==> config.mk <==
export PLATFORM = sky130hd
export DESIGN_NAME = pipe_share_arbiter_flat
export DESIGN_NICKNAME = d
export VERILOG_FILES = /design/src/rtl/pipe_share_arbiter_if.sv /design/src/rtl/pipe_share_arbiter.sv /design/src/flat_wrapper.sv
export SDC_FILE = /design/constraint.sdc
export NUM_CORES = 1
export LEC_CHECK = 0
export ABC_AREA = 1
export CORE_ASPECT_RATIO = 0.9
export CORE_MARGIN = 3
export CORE_UTILIZATION = 54
export DETAILED_ROUTE_END_ITERATION = 12
export GPL_ROUTABILITY_DRIVEN = 1
export PLACE_DENSITY = 0.88
export SLEW_MARGIN = 5
export SYNTH_ARGS = -nofsm -noshare
export SYNTH_HDL_FRONTEND = slang
export SYNTH_SLANG_ARGS = --single-unit
==> constraint.sdc <==
create_clock -name clk -period 2.27 [get_ports clk]
set_input_delay 0.454 -clock clk [delete_from_list [all_inputs] [get_ports clk]]
set_output_delay 0.454 -clock clk [all_outputs]
set_load 0.005 [all_outputs]
==> src/rtl/pipe_share_arbiter_if.sv <==
// pipe_share_arbiter_if: channel and shared-pipeline handshake bundle for pipe_share_arbiter
interface pipe_share_arbiter_if #(parameter int DATA_W = 32);
  logic              req_valid_0, req_valid_1;
  logic [DATA_W-1:0] req_data_0, req_data_1;
  logic              req_flush_0, req_flush_1;
  logic              req_stall_0, req_stall_1;
  logic              pipe_valid;
  logic [DATA_W-1:0] pipe_data;
  logic              pipe_tag;
  logic              pipe_stall;
  logic              pipe_flush;
  logic [1:0]        pipe_flush_mask;
  modport slave (
    input  req_valid_0, req_valid_1, req_data_0, req_data_1, req_flush_0, req_flush_1, pipe_stall,
    output req_stall_0, req_stall_1, pipe_valid, pipe_data, pipe_tag, pipe_flush, pipe_flush_mask
  );
  modport master (
    output req_valid_0, req_valid_1, req_data_0, req_data_1, req_flush_0, req_flush_1, pipe_stall,
    input  req_stall_0, req_stall_1, pipe_valid, pipe_data, pipe_tag, pipe_flush, pipe_flush_mask
  );
endinterface

==> src/rtl/pipe_share_arbiter.sv <==
// pipe_share_arbiter: two buffered valid/stall/flush channels round-robin shared into one registered pipeline stage.
// Optional ARB_PERF_CNT_EN adds per-channel grant and stall counters.
module pipe_share_arbiter #(
  parameter int DATA_W     = 32,
  parameter int FIFO_DEPTH = 2
) (
  input  logic clk,
  input  logic reset,
  pipe_share_arbiter_if.slave bus
`ifdef ARB_PERF_CNT_EN
  ,
  output logic [31:0] grant_cnt_0,
  output logic [31:0] grant_cnt_1,
  output logic [31:0] stall_cnt_0,
  output logic [31:0] stall_cnt_1
`endif
);
  localparam int PW = $clog2(FIFO_DEPTH);
  localparam int CW = PW + 1;
  logic [DATA_W-1:0] mem_q [2][FIFO_DEPTH];
  logic [PW-1:0]     wr_ptr_q [2];
  logic [PW-1:0]     rd_ptr_q [2];
  logic [CW-1:0]     cnt_q [2];
  logic [CW-1:0]     cnt_d [2];
  logic [DATA_W-1:0] din [2];
  logic [1:0]        vld, flush, full, push, elig, pop;
  logic              free, grant, gnt, rr_last_q;
  logic              pipe_valid_q, pipe_tag_q, pipe_flush_q;
  logic [DATA_W-1:0] pipe_data_q;
  logic [1:0]        pipe_flush_mask_q;
  assign vld   = {bus.req_valid_1, bus.req_valid_0};
  assign flush = {bus.req_flush_1, bus.req_flush_0};
  assign din[0] = bus.req_data_0;
  assign din[1] = bus.req_data_1;
  assign free  = !pipe_valid_q || !bus.pipe_stall;
  assign grant = free && (elig != 2'b00);
  assign gnt   = (elig == 2'b11) ? !rr_last_q : elig[1];
  assign pop   = grant ? (gnt ? 2'b10 : 2'b01) : 2'b00;
  always_comb begin
    for (int i = 0; i < 2; i++) begin
      full[i]  = cnt_q[i] == CW'(FIFO_DEPTH);
      push[i]  = vld[i] && !full[i] && !flush[i];
      elig[i]  = (cnt_q[i] != '0) && !flush[i];
      cnt_d[i] = flush[i] ? '0 : cnt_q[i] + CW'(push[i]) - CW'(pop[i]);
    end
  end
  always_ff @(posedge clk or posedge reset) begin
    if (reset) begin
      for (int i = 0; i < 2; i++) begin
        cnt_q[i]    <= '0;
        wr_ptr_q[i] <= '0;
        rd_ptr_q[i] <= '0;
      end
    end else begin
      for (int i = 0; i < 2; i++) begin
        cnt_q[i]    <= cnt_d[i];
        wr_ptr_q[i] <= flush[i] ? '0 : wr_ptr_q[i] + PW'(push[i]);
        rd_ptr_q[i] <= flush[i] ? '0 : rd_ptr_q[i] + PW'(pop[i]);
      end
    end
  end
  // Storage needs no reset: count and pointers alone decide what is valid.
  always_ff @(posedge clk) begin
    for (int i = 0; i < 2; i++)
      if (push[i]) mem_q[i][wr_ptr_q[i]] <= din[i];
  end
  always_ff @(posedge clk or posedge reset) begin
    if (reset) begin
      pipe_valid_q      <= 1'b0;
      pipe_data_q       <= '0;
      pipe_tag_q        <= 1'b0;
      pipe_flush_q      <= 1'b0;
      pipe_flush_mask_q <= 2'b00;
      rr_last_q         <= 1'b1;
    end else begin
      pipe_flush_q      <= |flush;
      pipe_flush_mask_q <= flush;
      if (grant) begin
        pipe_valid_q <= 1'b1;
        pipe_data_q  <= mem_q[gnt][rd_ptr_q[gnt]];
        pipe_tag_q   <= gnt;
        rr_last_q    <= gnt;
      end else if (free || flush[pipe_tag_q]) begin
        pipe_valid_q <= 1'b0;
      end
    end
  end
  assign bus.req_stall_0     = full[0];
  assign bus.req_stall_1     = full[1];
  assign bus.pipe_valid      = pipe_valid_q;
  assign bus.pipe_data       = pipe_data_q;
  assign bus.pipe_tag        = pipe_tag_q;
  assign bus.pipe_flush      = pipe_flush_q;
  assign bus.pipe_flush_mask = pipe_flush_mask_q;
`ifdef ARB_PERF_CNT_EN
  logic [31:0] grant_cnt_q [2];
  logic [31:0] stall_cnt_q [2];
  always_ff @(posedge clk or posedge reset) begin
    if (reset) begin
      for (int i = 0; i < 2; i++) begin
        grant_cnt_q[i] <= '0;
        stall_cnt_q[i] <= '0;
      end
    end else begin
      for (int i = 0; i < 2; i++) begin
        grant_cnt_q[i] <= grant_cnt_q[i] + 32'(pop[i]);
        stall_cnt_q[i] <= stall_cnt_q[i] + 32'(vld[i] && full[i]);
      end
    end
  end
  assign grant_cnt_0 = grant_cnt_q[0];
  assign grant_cnt_1 = grant_cnt_q[1];
  assign stall_cnt_0 = stall_cnt_q[0];
  assign stall_cnt_1 = stall_cnt_q[1];
`endif
endmodule

==> src/flat_wrapper.sv <==
// flat-port wrapper written by rule: the top's interface ports become plain ports
module pipe_share_arbiter_flat 
#(
  parameter int DATA_W     = 32,
  parameter int FIFO_DEPTH = 2
)
  (clk, reset, bus_req_valid_0, bus_req_valid_1, bus_req_data_0, bus_req_data_1, bus_req_flush_0, bus_req_flush_1, bus_pipe_stall, bus_req_stall_0, bus_req_stall_1, bus_pipe_valid, bus_pipe_data, bus_pipe_tag, bus_pipe_flush, bus_pipe_flush_mask);
  pipe_share_arbiter_if #(.DATA_W(DATA_W)) bus_i ();
  input  logic clk;
  input  logic reset;
  input wire logic [$bits(bus_i.req_valid_0)-1:0] bus_req_valid_0;
  input wire logic [$bits(bus_i.req_valid_1)-1:0] bus_req_valid_1;
  input wire logic [$bits(bus_i.req_data_0)-1:0] bus_req_data_0;
  input wire logic [$bits(bus_i.req_data_1)-1:0] bus_req_data_1;
  input wire logic [$bits(bus_i.req_flush_0)-1:0] bus_req_flush_0;
  input wire logic [$bits(bus_i.req_flush_1)-1:0] bus_req_flush_1;
  input wire logic [$bits(bus_i.pipe_stall)-1:0] bus_pipe_stall;
  output wire logic [$bits(bus_i.req_stall_0)-1:0] bus_req_stall_0;
  output wire logic [$bits(bus_i.req_stall_1)-1:0] bus_req_stall_1;
  output wire logic [$bits(bus_i.pipe_valid)-1:0] bus_pipe_valid;
  output wire logic [$bits(bus_i.pipe_data)-1:0] bus_pipe_data;
  output wire logic [$bits(bus_i.pipe_tag)-1:0] bus_pipe_tag;
  output wire logic [$bits(bus_i.pipe_flush)-1:0] bus_pipe_flush;
  output wire logic [$bits(bus_i.pipe_flush_mask)-1:0] bus_pipe_flush_mask;
  assign bus_i.req_valid_0 = bus_req_valid_0;
  assign bus_i.req_valid_1 = bus_req_valid_1;
  assign bus_i.req_data_0 = bus_req_data_0;
  assign bus_i.req_data_1 = bus_req_data_1;
  assign bus_i.req_flush_0 = bus_req_flush_0;
  assign bus_i.req_flush_1 = bus_req_flush_1;
  assign bus_i.pipe_stall = bus_pipe_stall;
  assign bus_req_stall_0 = bus_i.req_stall_0;
  assign bus_req_stall_1 = bus_i.req_stall_1;
  assign bus_pipe_valid = bus_i.pipe_valid;
  assign bus_pipe_data = bus_i.pipe_data;
  assign bus_pipe_tag = bus_i.pipe_tag;
  assign bus_pipe_flush = bus_i.pipe_flush;
  assign bus_pipe_flush_mask = bus_i.pipe_flush_mask;
  pipe_share_arbiter #(.DATA_W(DATA_W), .FIFO_DEPTH(FIFO_DEPTH)) u_core (.clk(clk), .reset(reset), .bus(bus_i));
endmodule
==> Implementation_results.wiki <==
{| class="wikitable"
! Metric !! Value
|-
| Status || finished clean
|-
| Layout cell share with drive strength beyond 1 || 0.104
|-
| Total standard cell area after synthesis || 0.00725 mm²
|-
| Kind of end point of the critical path || output port
|-
| Placement-stage cell area || 0.00859 mm²
|-
| Fraction of the yosys area taken by sequential cells || 0.690
|-
| Final non-filler cell total || 963
|-
| Number of instances in the placed design || 931
|-
| Number of sinks handled by clock tree synthesis || 174
|-
| Met2 routing resource usage after global routing || 0.406
|-
| Antenna cells || 0
|-
| Final worst path period need || 2.02 ns
|-
| Total detailed-routing wirelength || 16900 µm
|-
| Remaining design rule violation count || 0
|-
| Vias in the first global route || 5341
|-
| DR pass1 iterations || 5
|-
| Number of warnings printed during yosys synthesis || 0
|-
| # resized after CTS || 0
|-
| I/O pin total || 110
|-
| Top flip-flop cell by instance count after synthesis || edfxtp_1
|-
| Number of DRC markers after the initial detailed-route iteration || 528
|-
| Highest Clock Rate || 495 MHz
|-
| Summed area of non-filler cells in the final layout || 0.00918 mm²
|-
| Fillers || 858
|-
| Post-route antenna net violation count || 0
|-
| Post-synthesis cell type count || 24
|-
| Buffer cell driving the clock tree root || clkbuf_16
|-
| Area added between synthesis and finish || 26.7%
|-
| Horiz. Die Dim || 128 µm
|-
| Starting Density || 0.562
|-
| Reg-to-reg critical path startpoint || u_core.cnt_q[3]
|-
| Skew-Pair Late Insertion Delay || 0.43 ns
|-
| CTS tree || yes
|-
| Placeable Area || 0.0129 mm²
|-
| # rows || 39
|-
| Worst reg2reg path depth || 11
|-
| Startpoint class of the critical path || flop
|-
| Max Fanout on Critical Path || 2
|-
| Height of the die || 116 µm
|-
| Design Power || 0.0110 W
|-
| Mean Syn Cell Area || 10.9 µm²
|-
| Class of the most critical setup path || flop to output port
|-
| GRT Total Usage || 0.242
|-
| Pre-CTS setup slack || -0.0866 ns
|-
| Hold-fix buffers at CTS || 0
|-
| HPWL reported at the end of detailed placement || 11000 µm
|-
| Total CTS buffers || 17
|-
| Final number of setup-violating endpoints || 0
|-
| Number of input and output port buffers inserted || 109
|-
| Setup TNS Final || 0 ns
|-
| Met3 routing resource usage after global routing || 0.0719
|-
| Slew @ Worst Pin || 0.438 ns
|-
| Worst supply voltage drop on vdd || 1200 µV
|-
| Power density over the cells || 1200 mW/mm²
|-
| Final period utilization || 0.890
|-
| Max-capacitance violation count || 0
|-
| Reg area || 0.00500 mm²
|-
| Net count reported at finish || 865
|-
| Number of buffers added for setup after CTS || 0
|-
| Met1 Usage GRT || 0.299
|-
| Number of instances in the synthesized netlist || 665
|-
| Unrepaired setup endpoints after global routing || no
|-
| Pins Over Slew Limit || 0
|-
| Share of flip-flops with an asynchronous set or reset after synthesis || 0.264
|-
| Number of hold violations in the final report || 0
|-
| Clock Tree Buf Depth || 2
|-
| Final weighted congestion in routability-driven placement || 0.824
|-
| Clock-pin slew on the worst setup and hold paths || 0.06 ns
|-
| Crit path DAT || 1.57 ns
|-
| Area of the die || 0.0148 mm²
|-
| Synth Register Bits || 174
|-
| Worst setup slack after layout || 0.249 ns
|-
| Total number of H-tree levels || 4
|-
| Vias post-DR || 5284
|-
| Worst Clk Skew || 0.0104 ns
|-
| Overflow left after global routing || 0
|-
| Global-route wire length before repair || 27000 µm
|-
| Antenna violations before repair || 0
|-
| Worst Path Required || 1.82 ns
|-
| R2r setup slk || 0.38 ns
|-
| Combined area of the multi-input logic cells || 0.00192 mm²
|-
| Wirelength per Cell || 17.6 µm
|-
| Maximum number of pins on one net before global-route repair || 67
|-
| HP Class || input port to async pin
|-
| Leakage dissipation || 3.97 nW
|-
| Number of enable-type register cells in the synthesized netlist || 128
|-
| Gr busiest metal || met2
|-
| Synth Net Count || 744
|-
| Max_slew headroom || 0.708
|-
| Average vias per placed instance || 5.49
|-
| Capture point of the worst reg-to-reg path || u_core.bus.pipe_data[3]
|}
## per-stage QoR
| step | hold slack, ns | util |
|---|---|---|
| finish | 0.340 | 0.713 |
| global placement | 0.462 | 0.667 |
| CTS | 0.338 | 0.713 |
| detailed placement | 0.464 | 0.667 |
| global route | 0.345 | 0.713 |
| floorplan | 0.463 | - |
## critical path, stage by stage (launching register included)
cell and delay [ns]:
dfrtp_1 0.37, inv_1 0.07, nor2_1 0.15, clkdlybuf4s50_1 0.54
## worst max path at each step
stage | slack (ns) | end | from
2_1_floorplan | 0.24 | u_core.mem_q[0][0] | bus_req_flush_0
3_3_place_gp | 0.04 | u_core.bus.pipe_data[9] | bus_req_flush_1
3_5_place_dp | -0.09 | u_core.bus.pipe_data[3] | bus_req_flush_0
4_1_cts | 0.23 | bus_req_stall_0 | u_core.cnt_q[3]
5_1_grt | 0.16 | bus_req_stall_0 | u_core.cnt_q[3]
6_report | 0.25 | bus_req_stall_0 | u_core.cnt_q[3]
## Yosys cell counts (all sizes together) (2+ instances only)
| library cell | n | area [µm²] |
|---|---|---|
| buf | 33 | 263 |
| dfrtp | 45 | 1130 |
| edfxtp | 128 | 3840 |
| ha | 8 | 100 |
| inv | 19 | 71.3 |
| nand2 | 339 | 1280 |
| nand3 | 67 | 398 |
| nor2 | 15 | 68.8 |
| o21ai | 4 | 20.0 |
| xnor2 | 2 | 17.5 |
| xor2 | 2 | 17.5 |
## cell families (layout without fill, tap and decap cells)
group                    Yosys count  count (layout)  share of synthesized area
AO/OA/AOI/OAI                      5               5                    0.00345
XOR/XNOR                           4               4                    0.00484
adder cells (fa/ha/maj)            8               8                     0.0138
buffers and inverters             53             187                     0.0466
flip-flops                       174             174                      0.690
AND/OR/NAND/NOR                  421             421                      0.242
## final cells by class
type,instances,area share
flip-flops and latches,174,0.544
multi-input cells,438,0.209
repair buffers,136,0.152
clock buffers,17,0.0463
well taps,164,0.0223
clock inverters,15,0.0184
inverters,19,0.00777
## layer usage
layer | share of wire | wire length, µm | up-vias
met1 | 0.38 | 6450 | 2536
met3 | 0.095 | 1610 | 39
met4 | 0.020 | 334 | 0
li1 | - | - | 2420
met2 | 0.50 | 8540 | 289
met5 | 0 | 0 | -
## sequential cells by signal (all words and copies together), names as in the netlist
name / flops
u_core.bus.pipe_flush: 1
u_core.bus.pipe_data: 32
u_core.rr_last_q: 1
u_core.rd_ptr_q: 2
u_core.cnt_q: 4
u_core.bus.pipe_tag: 1
u_core.wr_ptr_q: 2
u_core.bus.pipe_valid: 1
u_core.mem_q: 128
u_core.bus.pipe_flush_mask: 2
## report_power, final
group / total (W) / internal [W] / switching (W)
Sequential: 0.00425 / 0.00396 / 0.000287
Clock: 0.00293 / 0.00173 / 0.00120
Combinational: 0.00382 / 0.00156 / 0.00226
Total: 0.0110 / 0.00725 / 0.00375
## layout by cell type, fill, tap and decap left out
master | Yosys | layout
nand2_1 | 336 | 336
edfxtp_1 | 128 | 128
clkdlybuf4s50_1 | 0 | 109
nand3_1 | 56 | 56
dfrtp_1 | 45 | 45
buf_4 | 5 | 19
clkbuf_16 | 0 | 17
inv_1 | 17 | 16
nor2_1 | 12 | 12
nand3_2 | 10 | 10
buf_12 | 0 | 8
clkinv_2 | 0 | 5
o21ai_0 | 4 | 4
ha_1 | 8 | 4
ha_2 | 0 | 4
inv_2 | 2 | 3
inv_6 | 0 | 3
bufinv_16 | 0 | 3
nand2_2 | 2 | 2
nor2_2 | 2 | 2
xnor2_1 | 2 | 2
xor2_1 | 2 | 2
clkinvlp_4 | 0 | 2
nand3_4 | 1 | 1
nor2_4 | 1 | 1
nand2_4 | 1 | 1
a21oi_1 | 1 | 1
clkinv_1 | 0 | 1
clkinv_4 | 0 | 1
dfstp_2 | 1 | 1
No activity file was read; power rests on OpenSTA's default activity.
